--- src/rtl/id_ex_pipe_reg_pkg.sv ---
// id_ex_pipe_reg_pkg: register names, ALU ops and control bundle shared by the ID/EX register
package id_ex_pipe_reg_pkg;
   typedef enum logic [4:0] {
      zero, x1, x2, x3, x4, x5, x6, x7, x8, x9, x10, x11, x12, x13, x14, x15,
      x16, x17, x18, x19, x20, x21, x22, x23, x24, x25, x26, x27, x28, x29, x30, x31
   } regName_t;
   typedef enum logic [3:0] {
      ALU_ADD = 4'd0, ALU_SUB, ALU_AND, ALU_OR, ALU_XOR, ALU_SLL, ALU_SRL, ALU_SRA, ALU_SLT, ALU_SLTU
   } aluOp_t;
   typedef struct packed {
      logic regWrite;
      logic memRead;
      logic memWrite;
      logic memToReg;
      logic aluSrc;
      logic branch;
   } ctrl_t;
   localparam ctrl_t CTRL_NOP = '0;
   localparam int BUBBLE_CNT_WIDTH = 32;
   // Drops every side-effecting enable; the mux selects are harmless and pass through.
   function automatic ctrl_t kill_enables(input ctrl_t c);
      ctrl_t r;
      r = c;
      r.regWrite = 1'b0;
      r.memRead = 1'b0;
      r.memWrite = 1'b0;
      r.branch = 1'b0;
      return r;
   endfunction
endpackage

--- src/rtl/id_ex_pipe_reg_sat_counter.sv ---
// sat_counter: saturating up-counter with synchronous clear and asynchronous active-low reset
//   Only built with ID_EX_BUBBLE_CNT_EN, where it counts bubbles loaded into ID/EX.
//   clk, rstN    : clock, asynchronous active-low reset
//   inc, clear   : count one (stops at all-ones), clear to zero (clear wins)
//   count        : current count
`ifdef ID_EX_BUBBLE_CNT_EN
module sat_counter #(
   parameter int WIDTH = 32
) (
   input  logic             clk,
   input  logic             rstN,
   input  logic             inc,
   input  logic             clear,
   output logic [WIDTH-1:0] count
);
   logic [WIDTH-1:0] count_q, count_d;
   always_comb count_d = clear ? '0 : (inc && count_q != '1) ? count_q + WIDTH'(1) : count_q;
   always_ff @(posedge clk or negedge rstN) begin
      if (!rstN) count_q <= '0;
      else       count_q <= count_d;
   end
   assign count = count_q;
endmodule
`endif

--- src/rtl/id_ex_pipe_reg.sv ---
// id_ex_pipe_reg: ID/EX pipeline register with stall (hold), flush (bubble) and per-entry valid
//   clk, rstN                       : clock, asynchronous active-low reset
//   stall, flush                    : hold contents / load a bubble (flush beats stall)
//   valid_in, pc_in, read1_in,
//   read2_in, imm_in, rs1_in, rs2_in,
//   rd_in, ctrl_in, aluOp_in        : decoded instruction from ID (operands already forwarded)
//   *_out                           : registered copies driving EX, 1-cycle latency
//   bubble_count                    : bubbles loaded so far, saturating (only with ID_EX_BUBBLE_CNT_EN)
module id_ex_pipe_reg
   import id_ex_pipe_reg_pkg::*;
#(
   parameter int DATA_WIDTH = 32,
   parameter int PC_WIDTH   = 32
) (
   input  logic                         clk,
   input  logic                         rstN,
   input  logic                         stall,
   input  logic                         flush,
   input  logic                         valid_in,
   input  logic        [PC_WIDTH-1:0]   pc_in,
   input  logic signed [DATA_WIDTH-1:0] read1_in,
   input  logic signed [DATA_WIDTH-1:0] read2_in,
   input  logic signed [DATA_WIDTH-1:0] imm_in,
   input  regName_t                     rs1_in,
   input  regName_t                     rs2_in,
   input  regName_t                     rd_in,
   input  ctrl_t                        ctrl_in,
   input  aluOp_t                       aluOp_in,
   output logic                         valid_out,
   output logic        [PC_WIDTH-1:0]   pc_out,
   output logic signed [DATA_WIDTH-1:0] read1_out,
   output logic signed [DATA_WIDTH-1:0] read2_out,
   output logic signed [DATA_WIDTH-1:0] imm_out,
   output regName_t                     rs1_out,
   output regName_t                     rs2_out,
   output regName_t                     rd_out,
   output ctrl_t                        ctrl_out,
   output aluOp_t                       aluOp_out
`ifdef ID_EX_BUBBLE_CNT_EN
   ,
   output logic [BUBBLE_CNT_WIDTH-1:0]  bubble_count
`endif
);
   logic                         valid_q, valid_d;
   logic        [PC_WIDTH-1:0]   pc_q, pc_d;
   logic signed [DATA_WIDTH-1:0] read1_q, read1_d, read2_q, read2_d, imm_q, imm_d;
   regName_t                     rs1_q, rs1_d, rs2_q, rs2_d, rd_q, rd_d;
   ctrl_t                        ctrl_q, ctrl_d;
   aluOp_t                       aluOp_q, aluOp_d;
   always_comb begin
      valid_d = valid_q;
      pc_d    = pc_q;
      read1_d = read1_q;
      read2_d = read2_q;
      imm_d   = imm_q;
      rs1_d   = rs1_q;
      rs2_d   = rs2_q;
      rd_d    = rd_q;
      ctrl_d  = ctrl_q;
      aluOp_d = aluOp_q;
      if (flush) begin
         valid_d = 1'b0;
         pc_d    = '0;
         read1_d = '0;
         read2_d = '0;
         imm_d   = '0;
         rs1_d   = zero;
         rs2_d   = zero;
         rd_d    = zero;
         ctrl_d  = CTRL_NOP;
         aluOp_d = ALU_ADD;
      end else if (!stall) begin
         valid_d = valid_in;
         pc_d    = pc_in;
         read1_d = read1_in;
         read2_d = read2_in;
         imm_d   = imm_in;
         rs1_d   = rs1_in;
         rs2_d   = rs2_in;
         // an invalid entry must never reach the register file or memory
         rd_d    = valid_in ? rd_in : zero;
         ctrl_d  = valid_in ? ctrl_in : kill_enables(ctrl_in);
         aluOp_d = aluOp_in;
      end
   end
   always_ff @(posedge clk or negedge rstN) begin
      if (!rstN) begin
         valid_q <= 1'b0;
         pc_q    <= '0;
         read1_q <= '0;
         read2_q <= '0;
         imm_q   <= '0;
         rs1_q   <= zero;
         rs2_q   <= zero;
         rd_q    <= zero;
         ctrl_q  <= CTRL_NOP;
         aluOp_q <= ALU_ADD;
      end else begin
         valid_q <= valid_d;
         pc_q    <= pc_d;
         read1_q <= read1_d;
         read2_q <= read2_d;
         imm_q   <= imm_d;
         rs1_q   <= rs1_d;
         rs2_q   <= rs2_d;
         rd_q    <= rd_d;
         ctrl_q  <= ctrl_d;
         aluOp_q <= aluOp_d;
      end
   end
   assign valid_out = valid_q;
   assign pc_out    = pc_q;
   assign read1_out = read1_q;
   assign read2_out = read2_q;
   assign imm_out   = imm_q;
   assign rs1_out   = rs1_q;
   assign rs2_out   = rs2_q;
   assign rd_out    = rd_q;
   assign ctrl_out  = ctrl_q;
   assign aluOp_out = aluOp_q;
`ifdef ID_EX_BUBBLE_CNT_EN
   // a bubble is a flush, or an unstalled load of a non-instruction
   logic load_bubble;
   assign load_bubble = flush | (~stall & ~valid_in);
   sat_counter #(.WIDTH(BUBBLE_CNT_WIDTH)) u_bubble (
      .clk   (clk),
      .rstN  (rstN),
      .inc   (load_bubble),
      .clear (1'b0),
      .count (bubble_count)
   );
`endif
endmodule
--- config.mk ---
export PLATFORM = sky130hd
export DESIGN_NAME = id_ex_pipe_reg
export DESIGN_NICKNAME = d
export VERILOG_FILES = /design/src/rtl/id_ex_pipe_reg_pkg.sv /design/src/rtl/id_ex_pipe_reg_sat_counter.sv /design/src/rtl/id_ex_pipe_reg.sv
export SDC_FILE = /design/constraint.sdc
export NUM_CORES = 1
export LEC_CHECK = 0
export CORE_AREA = 2 2 162 164
export CTS_CLUSTER_SIZE = 25
export DETAILED_ROUTE_END_ITERATION = 8
export DIE_AREA = 0 0 164 166
export PLACE_DENSITY_LB_ADDON = 0.2
export SYNTH_ARGS = -nofsm -noshare
export SYNTH_HDL_FRONTEND = slang
export SYNTH_SLANG_ARGS = --single-unit
--- constraint.sdc ---
create_clock -name clk -period 0.8 [get_ports clk]
set_clock_uncertainty 0.1 [all_clocks]
set_input_delay 0.16 -clock clk [delete_from_list [all_inputs] [get_ports clk]]
set_output_delay 0.16 -clock clk [all_outputs]
set_load 0.05 [all_outputs]
==> results of run 1 <==
-- state kept, by name (all words and copies together), names as in the netlist --
signal and count:
read2_out 32, imm_out 32, read1_out 32, pc_out 32
rd_out 5, ctrl_out 6, valid_out 1, rs1_out 5
aluOp_out 4, rs2_out 5
-- Yosys cell counts --
| library cell | number |
|---|---|
| nor2b_1 | 2 |
| buf_2 | 5 |
| nand3b_1 | 1 |
| mux2i_1 | 145 |
| buf_1 | 1 |
| dfrtp_1 | 154 |
| inv_1 | 1 |
| nor2_1 | 145 |
| a21oi_1 | 1 |
| buf_4 | 3 |
| buf_6 | 1 |
| a32o_1 | 8 |
| buf_12 | 1 |
| clkbuf_1 | 12 |
| nand2_1 | 1 |
| buf_8 | 12 |
-- worst min-delay path by stage --
| stage | slack (ps) | endpoint |
|---|---|---|
| 2_1_floorplan | -240 | aluOp_out[0] |
| 3_3_place_gp | -90 | pc_out[10] |
| 3_5_place_dp | -80 | pc_out[10] |
| 4_1_cts | 30 | pc_out[10] |
| 5_1_grt | 30 | pc_out[10] |
| 6_report | 30 | pc_out[10] |
-- what timing repair did --
item / in CTS / in global routing
setup buffers: 3 / 5
pin swaps: 2 / 25
hold endpoints to repair: 154 / 0
hold buffers: 1 / 0
setup endpoints to repair: 307 / 308
resized for setup: 6 / 8
-- logic make-up (layout without fill, tap and decap cells) --
group / count (synthesis) / count (layout) / share of synthesized area
AO/OA/AOI/OAI: 9 / 9 / 0.0136
buffers and inverters: 36 / 386 / 0.0497
flip-flops: 154 / 154 / 0.615
multiplexers: 145 / 145 / 0.231
AND/OR/NAND/NOR: 149 / 149 / 0.0906
-- power by group through the flow --
stage / clock network [mW] / logic, mW / registers, mW
after floorplan: 0 / 1.02 / 10.2
after global placement: 0 / 5.69 / 8.91
after detailed placement: 0 / 5.70 / 8.92
after CTS: 8.13 / 5.74 / 8.78
after global routing: 8.48 / 5.97 / 8.82
final: 7.80 / 5.68 / 8.77
-- stage by stage --
step,cells,hold WS [ps],area (um2)
global route,1178,28.3,12300
finish,1178,33.9,12300
detailed placement,1140,-83.7,11700
floorplan,493,-236,6480
global placement,1140,-85.4,11700
CTS,1174,25.5,12300
-- routing by layer --
layer	vias up	wire length, um	global-route usage
met4	0	242	0.0389
met3	12	1910	0.0662
met1	2379	7910	0.176
met2	198	9330	0.231
met5	-	0	0
li1	2322	-	-
-- area by class of cell --
type,instances,area [um2],area share
Multi-Input combinational cell,303,2130,0.172
Sequential cell,154,4050,0.328
Inverter,1,3.75,0.000304
Tap cell,335,419,0.0340
Clock inverter,12,119,0.00964
Timing Repair Buffer,354,5190,0.421
Clock buffer,19,433,0.0351
==> reports/qor.txt, run 1 <==
Outcome -> complete, but fails checks
Failing checks -> setup timing
Clock Sinks -> 154
Crit-path cells -> buf_12
First DRT Iteration DRCs -> 125
Slew Viols, Final -> 0
Slew margin rel. -> 0.775
Max cap viols -> 0
Mapped Cells -> 493
LEAKAGE -> 5.46 nW
Startpoint types -> flip-flop
Pint -> 15.6 mW
Final Setup Violations -> 308
Cell count of the worst reg-to-reg path -> 3
CP top delay family -> flip-flops
Diode count -> 0
Reg2reg start -> imm_out[6]
WP depth -> 1
HPWL after DPL -> 14500 um
Netlist cell types -> 16
Max VDD drop -> 952 uV
Initial Util -> 0.245
Sw power -> 6.66 mW
Worst Path Max Fanout -> 2
First-pass GRT wire length -> 30600 um
Die footprint -> 27200 um2
Via density -> 4.17
Clock Pin Slew Worst Setup and Hold Paths -> 70 ps
GRT overflow -> 0
Reg power frac -> 0.394
Die X-Extent -> 164 um
Largest net degree at the start of global routing -> 36
Clock root cell -> clkbuf_16
Switching Fraction -> 0.299
R2r setup slk -> -150 ps
Final wirelength -> 19400 um
Total design power -> 22.3 mW
Gpl congestion -> 0.728
Tot GR Track Use -> 0.145
Max stage delay cell, worst path -> dfrtp_2
Post-synth net total -> 651
Synth Register Bits -> 154
Vias in the first global route -> 5182
Cell Rows -> 59
Worst Path Arrival -> 1010 ps
Area contributors post-synth -> dfrtp_1 61%, mux2i_1 23%, nor2_1 8.7%, buf_8 2.9%, a32o_1 1.3%
Final min period -> 1270 ps
Kind of critical path -> reg -> out
WP data required -> 540 ps
Antenna violations before repair -> 0
Period utilisation layout -> 1.59
Die H -> 166 um
Post-synth design cell area -> 6270 um2
Commonest non-fill, non-tap cell in the layout -> buf_12
Setup TNS -> -73550 ps
Synth top area share -> 0.615
Final hold violations -> 0
CP endpoint -> aluOp_out[0]
Worst path max stage delay -> 440 ps
WL/cell -> 16.5 um
Area Overhead vs Synth -> 96.7%
Pwr Density -> 1800 nW/um2
Layout cell share with drive strength beyond 1 -> 0.459
Clock Latency Late Sink -> 410 ps
Worst Path Buf+Inv -> 1
Worst-Margin Slew -> 335 ps
Reg-to-Reg End -> imm_out[6]
Clock group share of total power -> 0.351
Place WS -> -562 ps
Worst Setup Slack, final -> -473 ps
DRC Markers -> 0
Port-buffer cells -> 311
Crit end category -> output port
RSZ-0062 raised after global routing -> yes
Filler Cells Inserted -> 2265
I/O pin total -> 312
Seq/Total Area, Yosys -> 0.615
Post-route ant nets -> 0
CTS max path bufs -> 2
Vias post-DR -> 4911
Post-synth top area cell -> dfrtp_1
CTS tree -> done
Synth Area per Inst -> 12.7 um2
Worst Hold Class -> in -> async
Combinational power share -> 0.255
Worst Setup SP -> aluOp_out[0]
Synth Warn # -> 0
CTS buffer count -> 17
H-Tree Depth -> 4
Post-layout nets -> 989
Fin util -> 0.481
Core ar. -> 25600 um2
F_max -> 785 MHz
Drt first pass iters -> 4
Commonest cells after routing, fill and taps aside -> 168 x buf_12, 154 x dfrtp_2, 153 x clkdlybuf4s50_1
No activity file was read; power rests on OpenSTA's default activity.
==> run 2, diff against run 1 <==
Settings changed: HOLD_SLACK_MARGIN set to 0.08.
==> results of run 2 <==
No change in the layout: final DEF, timing and power equal those of run 1.
